$ cat src/rtl/bin2bcd_seq.sv
// bin2bcd_seq: sequential double-dabble binary-to-BCD converter.
// One add-3/shift iteration per clock, valid/ready on both sides.
module bin2bcd_seq #(
   parameter int W = 8,
   parameter int D = 3
) (
   input  logic           iCLK,
   input  logic           iRST,
   input  logic           iVALID,
   output logic           oREADY,
   input  logic [W-1:0]   iBIN,
   output logic           oVALID,
   input  logic           iREADY,
   output logic [4*D-1:0] oBCD,
   output logic           oBUSY
);
   localparam int CW = $clog2(W + 1);
   localparam int BW = 4 * D;

   // True when D decimal digits can hold the largest W-bit value.
   function automatic bit digits_fit();
      logic [W+3:0] m;
      m = {4'd0, {W{1'b1}}};
      for (int i = 0; i < D; i++) m = m / (W+4)'(10);
      return m == '0;
   endfunction

   localparam bit FITS = digits_fit();

   generate
      if (W < 1) begin : g_bad_w
         $error("bin2bcd_seq: W must be at least 1");
      end
      if (!FITS) begin : g_bad_d
         $error("bin2bcd_seq: D too small for W");
      end
   endgenerate

   typedef enum logic [1:0] {
      S_IDLE,
      S_SHIFT,
      S_HOLD
   } state_e;

   state_e        state_q, state_d;
   logic [W-1:0]  sh_q, sh_d;
   logic [BW-1:0] acc_q, acc_d;
   logic [CW-1:0] cnt_q, cnt_d;
   logic [BW-1:0] bcd_q, bcd_d;

   logic [BW-1:0] acc_adj;
   logic [BW-1:0] acc_shl;
   logic [W-1:0]  sh_shl;

   // Digits are tested on their pre-adjust values, independently.
   always_comb begin
      acc_adj = acc_q;
      for (int i = 0; i < D; i++) begin
         if (acc_q[4*i +: 4] >= 4'd5) begin
            acc_adj[4*i +: 4] = acc_q[4*i +: 4] + 4'd3;
         end
      end
   end

   assign acc_shl = {acc_adj[BW-2:0], sh_q[W-1]};

   generate
      if (W == 1) begin : g_sh1
         assign sh_shl = 1'b0;
      end else begin : g_shn
         assign sh_shl = {sh_q[W-2:0], 1'b0};
      end
   endgenerate

   always_comb begin
      state_d = state_q;
      sh_d    = sh_q;
      acc_d   = acc_q;
      cnt_d   = cnt_q;
      bcd_d   = bcd_q;
      unique case (state_q)
         S_IDLE: begin
            if (iVALID) begin
               sh_d    = iBIN;
               acc_d   = '0;
               cnt_d   = '0;
               state_d = S_SHIFT;
            end
         end
         S_SHIFT: begin
            sh_d  = sh_shl;
            acc_d = acc_shl;
            cnt_d = cnt_q + CW'(1);
            if (cnt_q == CW'(W - 1)) begin
               bcd_d   = acc_shl;
               state_d = S_HOLD;
            end
         end
         S_HOLD: begin
            if (iREADY) state_d = S_IDLE;
         end
         default: state_d = S_IDLE;
      endcase
   end

   always_ff @(posedge iCLK or posedge iRST) begin
      if (iRST) begin
         state_q <= S_IDLE;
         sh_q    <= '0;
         acc_q   <= '0;
         cnt_q   <= '0;
         bcd_q   <= '0;
      end else begin
         state_q <= state_d;
         sh_q    <= sh_d;
         acc_q   <= acc_d;
         cnt_q   <= cnt_d;
         bcd_q   <= bcd_d;
      end
   end

   assign oREADY = (state_q == S_IDLE);
   assign oBUSY  = (state_q == S_SHIFT);
   assign oVALID = (state_q == S_HOLD);
   assign oBCD   = bcd_q;

endmodule

$ cat config.mk
export PLATFORM = sky130hd
export DESIGN_NAME = bin2bcd_seq
export DESIGN_NICKNAME = d
export VERILOG_FILES = /design/src/rtl/bin2bcd_seq.sv
export SDC_FILE = /design/constraint.sdc
export NUM_CORES = 1
export LEC_CHECK = 0
export BUFFER_PORTS_ARGS = -buffer_cell sky130_fd_sc_hd__buf_2
export CORE_UTILIZATION = 25
export CTS_BUF_LIST = sky130_fd_sc_hd__clkbuf_8
export CTS_CLUSTER_DIAMETER = 200
export DETAILED_ROUTE_END_ITERATION = 16
export PLACE_DENSITY_LB_ADDON = 0.2
export SLEW_MARGIN = 20
export SYNTH_ARGS = -nofsm -noshare
export SYNTH_HDL_FRONTEND = slang
export SYNTH_SLANG_ARGS = --single-unit
$ cat constraint.sdc
create_clock -name iCLK -period 2.1 [get_ports iCLK]
set_input_delay 0.21 -clock iCLK [delete_from_list [all_inputs] [get_ports iCLK]]
set_output_delay 0.21 -clock iCLK [all_outputs]
set_load 0.02 [all_outputs]
# Yosys cells after proc, flatten, opt, wreduce, memory -nomap -nowiden
# Cells that the tools add are included.
# totals
regBits,38
elab_cells,36
# op_classes
addsub,4
magnitude_cmp,3
n_eq_ne,6
muxes,13
n_reduce_logical,5
# ops
operator,count
one-hot mux 12 bit (2 select lines),1
one-hot mux 8 bit (2 select lines),1
>= comparator 4 x 3 -> 1 bit (second input constant),3
2-to-1 mux 12 bit,1
2-to-1 mux 4 bit,3
adder 4 x 2 -> 4 bit (second input constant),2
2-to-1 mux 8 bit,1
one-hot mux 4 bit (2 select lines),1
2-to-1 mux 2 bit,3
one-hot mux 2 bit (3 select lines),1
adder 4 x 1 -> 4 bit (second input constant),1
== test 4 x 3 -> 1 bit (second input constant),1
!= test 2 x 1 -> 1 bit (second input constant),2
AND reduction 2 bit,2
adder 3 x 2 -> 3 bit (second input constant),1
2-to-1 mux 3 bit,1
AND reduction 3 bit,1
== test 2 x 1 -> 1 bit (second input constant),1
== test 2 bit (second input constant),1
logical NOT 2 bit,1
!= test 2 bit (second input constant),1
nonzero test 2 bit,1

# Logic depth before layout (Yosys ltp)
# Gate-level depths: netlist of the first run.
# logic_depth
word_depth,3
depth_mapped,6
mapped_depth_nobuf,6

# Worst setup path after synthesis of the first run
# No wires, ideal clock.
# synth_timing
kind,register -> register
from,register acc_q[0]
to,register acc_q[2]
setup_time_ps,76
t_arrival_ps,1373
t_required_ps,2024
path_slack_ps,651
stages_incl_launch_ff,6
path_buffers,0
period_less_slack_ps,1449
cell_sequence,dfrtp_1 > ha_1 > nand2b_1 > a21oi_2 > mux2_2 > o21ai_1
# synth_via
elab_chain_len,3
elab_cells_between_ends,4
cone_classes,add/sub (1); order compare (1); mux (2)
# synth_lines
element,line_no,rtl
"start, declared",47,"logic [BW-1:0] acc_q, acc_d;"
"start signal, assigned",110,acc_q <= '0;
"start signal, assigned",116,acc_q <= acc_d;
adder 4 x 2 -> 4 bit or >= comparator 4 x 3 -> 1 bit (tied branches),"60, 59",
2-to-1 mux 4 bit (*),59,if (acc_q[4*i +: 4] >= 4'd5) begin
one-hot mux 12 bit (2 select lines) (*),81,unique case (state_q)
# Mark *: on every way between the ends. The rest lies on a longest branch, timed or not.
# A chain may end at the register's enable or synchronous reset.

# Worst setup path after layout of the first run
# layout_timing
from,register state_q[0]
to,output port oBUSY
# layout_via
elab_chain_len,1
# layout_lines
element,line_no,rtl
"start, declared",45,"state_e state_q, state_d;"
"start signal, assigned",114,state_q <= state_d;
== test 2 x 1 -> 1 bit,123,assign oBUSY = (state_q == S_SHIFT);
"end, declared",15,output logic oBUSY
# No other way between the ends.

==> flow_metrics.py, run 1 <==
metrics = {
    "synth": {
        "yosys_warnings": 0,
        "syn_nets": 204,
        "synth_cell_types": 30,
        "ys_ff_latch": 38,
        "synthTopCellsByArea": "dfrtp_1 (50%), o21ai_1 (6.3%), nand2_1 (5.6%)",
        "yosysTopAreaCell": "dfrtp_1",
        "synthCells": 185,
        "avgSynthCellArea_um2": 10.2,
        "syn_area_um2": 1890,
        "yosysTopAreaCellShare": 0.503,
        "synth_seq_area_share": 0.503,
    },
    "timing": {
        "tns_ps": 0,
        "rsz0062_at_grt": "false",
        "fin_hold_ws_ps": 40.0,
        "fin_skew_ps": 6.27,
        "finalCriticalPeriod_ps": 1720,
        "finalSetupViolations": 0,
        "slew_violations": 0,
        "max_slew_margin": 0.659,
        "hold_violations": 0,
        "worst_slack_ps": 381,
        "fmax_ghz": 0.582,
        "tightest_slew_ps": 512,
        "finalCritPeriodShare": 0.819,
    },
    "global_route": {
        "grt_pass1_wl_mm": 6.76,
        "grt.overflow.total": 0,
        "grt_max_degree": 39,
        "grt_usage": 0.112,
        "antenna_found_initial": 0,
        "grt_pass1_vias": 1335,
    },
    "cts": {
        "clkLatencyLatePin_ps": 280,
        "cts_resized": 0,
        "cts_root_buf": "clkbuf_8",
        "cts_max_level": 2,
        "cts_hold_buf": 0,
        "path_clk_slew_ps": 80,
        "tritoncts": "done",
        "postCtsSetupBuffers": 0,
        "clock_sinks": 38,
        "clock_path_buffers": 2,
        "cts_buffers": 5,
    },
    "status": {
        "status": "finished clean",
    },
    "finish": {
        "areaGrowthSynthToFinish_pct": 16.3,
        "layout_common_cells": "dfrtp_1 (38), nand2_1 (28), buf_2 (26)",
        "drive_gt1_frac": 0.252,
        "final_nets": 234,
        "n_antenna_cell": 0,
        "final_common_cell": "dfrtp_1",
        "post-route-cell-area_um2": 2200,
    },
    "power_and_ir_drop": {
        "clockPowerShare": 0.144,
        "power_frac_seq": 0.383,
        "combPwrFrac": 0.473,
        "internal_power_mw": 2.02,
        "p_leak_nw": 1.02,
        "power.density_nw_per_um2": 1580,
        "finalPower_mw": 3.47,
        "p_sw_mw": 1.46,
        "vdd_drop_max_v": 0.000455,
        "swShare": 0.419,
    },
    "critical_path": {
        "cp_slowest_cell": "dfrtp_1",
        "crit_end": "oBUSY",
        "endpoint_kind": "primary output",
        "cpPeakStageDelay_ps": 480,
        "crit_start": "state_q[0]",
        "path_class": "register to primary output",
        "crit_path_start_kind": "register",
        "crit_fanout": 14,
        "crit_arrival_ps": 1510,
        "path_cells": "or2b_4, inv_2, buf_2",
        "required_ps": 1890,
        "rrSetupSlack_ps": 520,
        "ff2ff_path_depth": 6,
        "r2r_start": "acc_q[0]",
        "r2r-end": "acc_q[2]",
    },
    "routing": {
        "dr.pass1.iters": 4,
        "wl_per_cell_um": 12.5,
        "drt.antenna.violating_nets": 0,
        "drt-total-wl_mm": 3.91,
        "dr_total_vias": 1379,
        "drt-initial-drc-count": 22,
        "drcViolationCount": 0,
        "vias_per_cell": 4.41,
    },
    "die": {
        "pin_count": 27,
        "core_area_um2": 7290,
        "die-height_um": 89.0,
        "dieArea_um2": 7920,
        "rows": 31,
        "die_x_um": 89.0,
        "initial_core_util": 0.259,
    },
    "placement": {
        "place_ws_ps": 522,
        "dpl.hpwl_mm": 2.71,
        "placed_area_um2": 2120,
        "gp_congestion": 0.723,
        "port_buffers": 26,
    },
    "min_path": {
        "hp-class": "input port to async pin",
    },
    "run": {
        "drv_cap": 0,
    },
}
==> routing by layer <==
metal,GRT usage,vias up,part of all wire
met4,0.0346,0,0.0087
met1,0.162,652,0.53
li1,-,696,-
met3,0.0277,5,0.034
met5,0,-,0
met2,0.166,26,0.43
==> cells in the mapped netlist <==
cell type,count
o21ai_0,3
inv_1,9
ha_1,7
nand2_1,28
nand2b_1,4
xnor2_1,3
a31oi_1,3
nor2_4,1
buf_4,2
mux2_2,6
o21bai_4,1
o21ai_1,24
nor2_1,7
nor3_1,4
nand3_1,1
a21oi_2,3
or2b_4,1
buf_6,3
nand4b_4,1
dfrtp_1,38
a21o_1,1
or2_4,1
buf_2,2
o21ai_2,3
a21oi_1,10
nor3b_1,9
nor2b_1,1
a22o_1,6
or3b_1,2
inv_2,1
==> stage by stage <==
step / instances / utilization
2_1_floorplan: 185 / -
3_5_place_dp: 307 / 0.290
5_1_grt: 313 / 0.302
3_3_place_gp: 307 / 0.290
4_1_cts: 313 / 0.302
6_report: 313 / 0.302
==> cells by family after synthesis <==
group	synth area share
fa+ha+maj	0.0463
flops	0.503
mux	0.0357
xor+xnor	0.0139
simple gates	0.173
compound gates	0.177
buf+inv	0.0509
==> how the worst min path moves through the flow <==
stage	endpoint	slack, ps	startpoint	cells after the start
3_3_place_gp	oBCD[0]	360	iRST	3
5_1_grt	state_q[1]	90	iREADY	2
3_5_place_dp	sh_q[6]	370	iRST	3
6_report	state_q[0]	40	iRST	3
4_1_cts	acc_q[9]	60	iRST	3
2_1_floorplan	state_q[1]	300	iREADY	1
==> sequential cells by signal (all words and copies together), names as in the netlist <==
name     flops
acc_q       12
oBCD        12
state_q      2
cnt_q        4
sh_q         8
==> final cells by class <==
class | count | area (µm²)
clock buffer | 6 | 82.6
fill | 796 | 5090
inverter | 10 | 37.5
multi-input combinational | 130 | 845
sequential | 38 | 951
tap | 99 | 124
timing repair buffer | 30 | 160
==> power by group through the flow <==
stage / combinational, mW / sequential (mW) / clock (mW)
detailed placement: 1.67 / 1.35 / 0
finish: 1.64 / 1.33 / 0.500
CTS: 1.68 / 1.34 / 0.520
global placement: 1.66 / 1.35 / 0
global route: 1.86 / 1.39 / 0.550
floorplan: 1.20 / 1.42 / 0
==> critical path: cells and delay by family (launching register included) <==
kind | cells | cell delay, ps
buffers and inverters | 2 | 350
DFF | 1 | 480
and+or+nand+nor | 1 | 390
Power figures use the tool's default switching activity.
==> inputs of run 2 (changes only) <==
clock period = 1.5 ns   (was 2.1 ns; I/O delays follow)
==> run 2 against run 1 <==
- final cell count up 8.0%
- sequential share of layout area is 5.3 points lower
- power rose by 63%
- sequential cell count did not move
- worst hold slack lost 4.4 ps
- non-clock buffer count increased by 24
- combinational power is 91% higher
- setup slack lost 320 ps
- largest power group unchanged
- highest routed layer unchanged
==> flow_metrics.py, run 2 (synthesized netlist as in run 1, its figures left out) <==
metrics = {
    "critical_path": {
        "r2r_start": "acc_q[8]",
        "crit_arrival_ps": 1660,
        "path_class": "register to register",
        "crit_fanout": 4,
        "cpPeakStageDelay_ps": 410,
        "rrSetupSlack_ps": 60,
        "ff2ff_path_depth": 5,
        "path_cells": "ha_1, nand2b_4, a21oi_4, mux2_4, o21ai_2",
        "r2r-end": "acc_q[10]",
        "endpoint_kind": "register",
        "crit_path_start_kind": "register",
        "required_ps": 1720,
        "cp_slowest_cell": "dfrtp_1",
    },
    "finish": {
        "layout_common_cells": "dfrtp_1 (37), nand2_1 (28), buf_4 (26)",
        "n_antenna_cell": 0,
        "drive_gt1_frac": 0.389,
        "final_nets": 258,
        "post-route-cell-area_um2": 2510,
        "final_common_cell": "dfrtp_1",
        "final_core_util": 0.344,
        "areaGrowthSynthToFinish_pct": 32.7,
    },
    "min_path": {
        "hp-class": "input port to register",
        "min_to": "state_q[1]",
        "whs_path_depth": 2,
        "hp-start": "iREADY",
    },
    "die": {
        "die-height_um": 89.0,
        "die_x_um": 89.0,
        "rows": 31,
        "pin_count": 27,
        "core_area_um2": 7290,
        "initial_core_util": 0.259,
        "dieArea_um2": 7920,
    },
    "power_and_ir_drop": {
        "p_leak_nw": 1.19,
        "finalPower_mw": 5.67,
        "power.density_nw_per_um2": 2260,
        "vdd_drop_max_v": 0.000622,
    },
    "timing": {
        "fmax_ghz": 0.694,
        "max_slew_margin": 0.668,
        "worst_slack_ps": 58.6,
        "finalCriticalPeriod_ps": 1440,
        "finalCritPeriodShare": 0.961,
        "finalSetupViolations": 0,
        "fin_skew_ps": 4.19,
        "hold_violations": 0,
        "tightest_slew_ps": 499,
        "slew_violations": 0,
        "tns_ps": 0,
    },
    "placement": {
        "gp_congestion": 0.667,
        "dpl.hpwl_mm": 2.70,
        "place_ws_ps": -3.62,
        "placed_area_um2": 2240,
        "port_buffers": 26,
    },
    "cts": {
        "path_clk_slew_ps": 70,
        "clock_path_buffers": 2,
        "clkLatencyLatePin_ps": 290,
        "cts_buffers": 5,
        "tritoncts": "done",
        "cts_max_level": 2,
        "clock_sinks": 38,
        "cts_root_buf": "clkbuf_8",
    },
    "routing": {
        "drt-total-wl_mm": 4.11,
        "dr.pass1.iters": 4,
        "wl_per_cell_um": 12.2,
        "drcViolationCount": 0,
        "vias_per_cell": 4.32,
        "dr_total_vias": 1461,
        "drt.antenna.violating_nets": 0,
        "drt-initial-drc-count": 41,
    },
    "global_route": {
        "grt_usage": 0.114,
        "grt_pass1_vias": 1441,
        "grt_max_degree": 39,
        "grt_pass1_wl_mm": 6.84,
        "antenna_found_initial": 0,
        "grt.overflow.total": 0,
    },
    "status": {
        "status": "finished clean",
    },
    "run": {
        "drv_cap": 0,
    },
}
## run 2: cell count changes in the layout (fill, tap and decap cells not counted), sizes merged
cell / previous run / this run
dlygate4sd3: 0 / 1
clkbuf: 6 / 5
inv: 10 / 12
buf: 30 / 53
## run 2: what timing repair did
item                       in CTS  in global routing
setup endpoints to repair       7                 11
pin swaps                       3                  3
resized for setup               5                 23
setup buffers                   4                  5
hold endpoints to repair       38                  0
hold buffers                    1                  0
## run 2: power by group
group	leakage [nW]	internal (mW)	switching [mW]	total [mW]
logic	0.661	1.55	1.59	3.14
clock network	0.0466	0.307	0.359	0.666
registers	0.480	1.49	0.367	1.86
## run 2: critical path: cells and delay by family, from the launching register on
kind                     cells  cell delay, ps
flip-flops                   1             410
AO/OA/AOI/OAI                2             280
AND/OR/NAND/NOR              1             140
multiplexers                 1             340
adder cells (fa/ha/maj)      1             200
## run 2: area by class of cell
class,count,area [µm²]
timing repair buffer,54,362
inverter,10,40.0
clock inverter,2,7.51
sequential,38,952
multi-input combinational,130,957
fill,793,4780
clock buffer,5,68.8
tap,99,124
## run 2: metrics by stage
stage / instances / hold slack, ps
after floorplan: 185 / 242
after global placement: 322 / 306
after detailed placement: 322 / 298
after CTS: 334 / 23.0
after global routing: 338 / 32.3
final: 338 / 35.6
## run 2: layer usage
metal,wire length [µm],global-route usage,vias up,part of all wire
met5,0,0,-,0
met4,49,0.0390,0,0.012
met3,178,0.0295,5,0.043
met2,1800,0.178,32,0.44
met1,2080,0.154,678,0.51
li1,-,-,746,-
## run 2: worst max-delay path by stage
| stage | start | to | depth (start not counted) |
|---|---|---|---|
| after floorplan | acc_q[0] | acc_q[2] | 5 |
| after global placement | acc_q[0] | acc_q[2] | 5 |
| after detailed placement | acc_q[4] | acc_q[6] | 5 |
| after CTS | state_q[1] | oBUSY | 3 |
| after global routing | acc_q[1] | acc_q[2] | 6 |
| final | acc_q[8] | acc_q[10] | 5 |
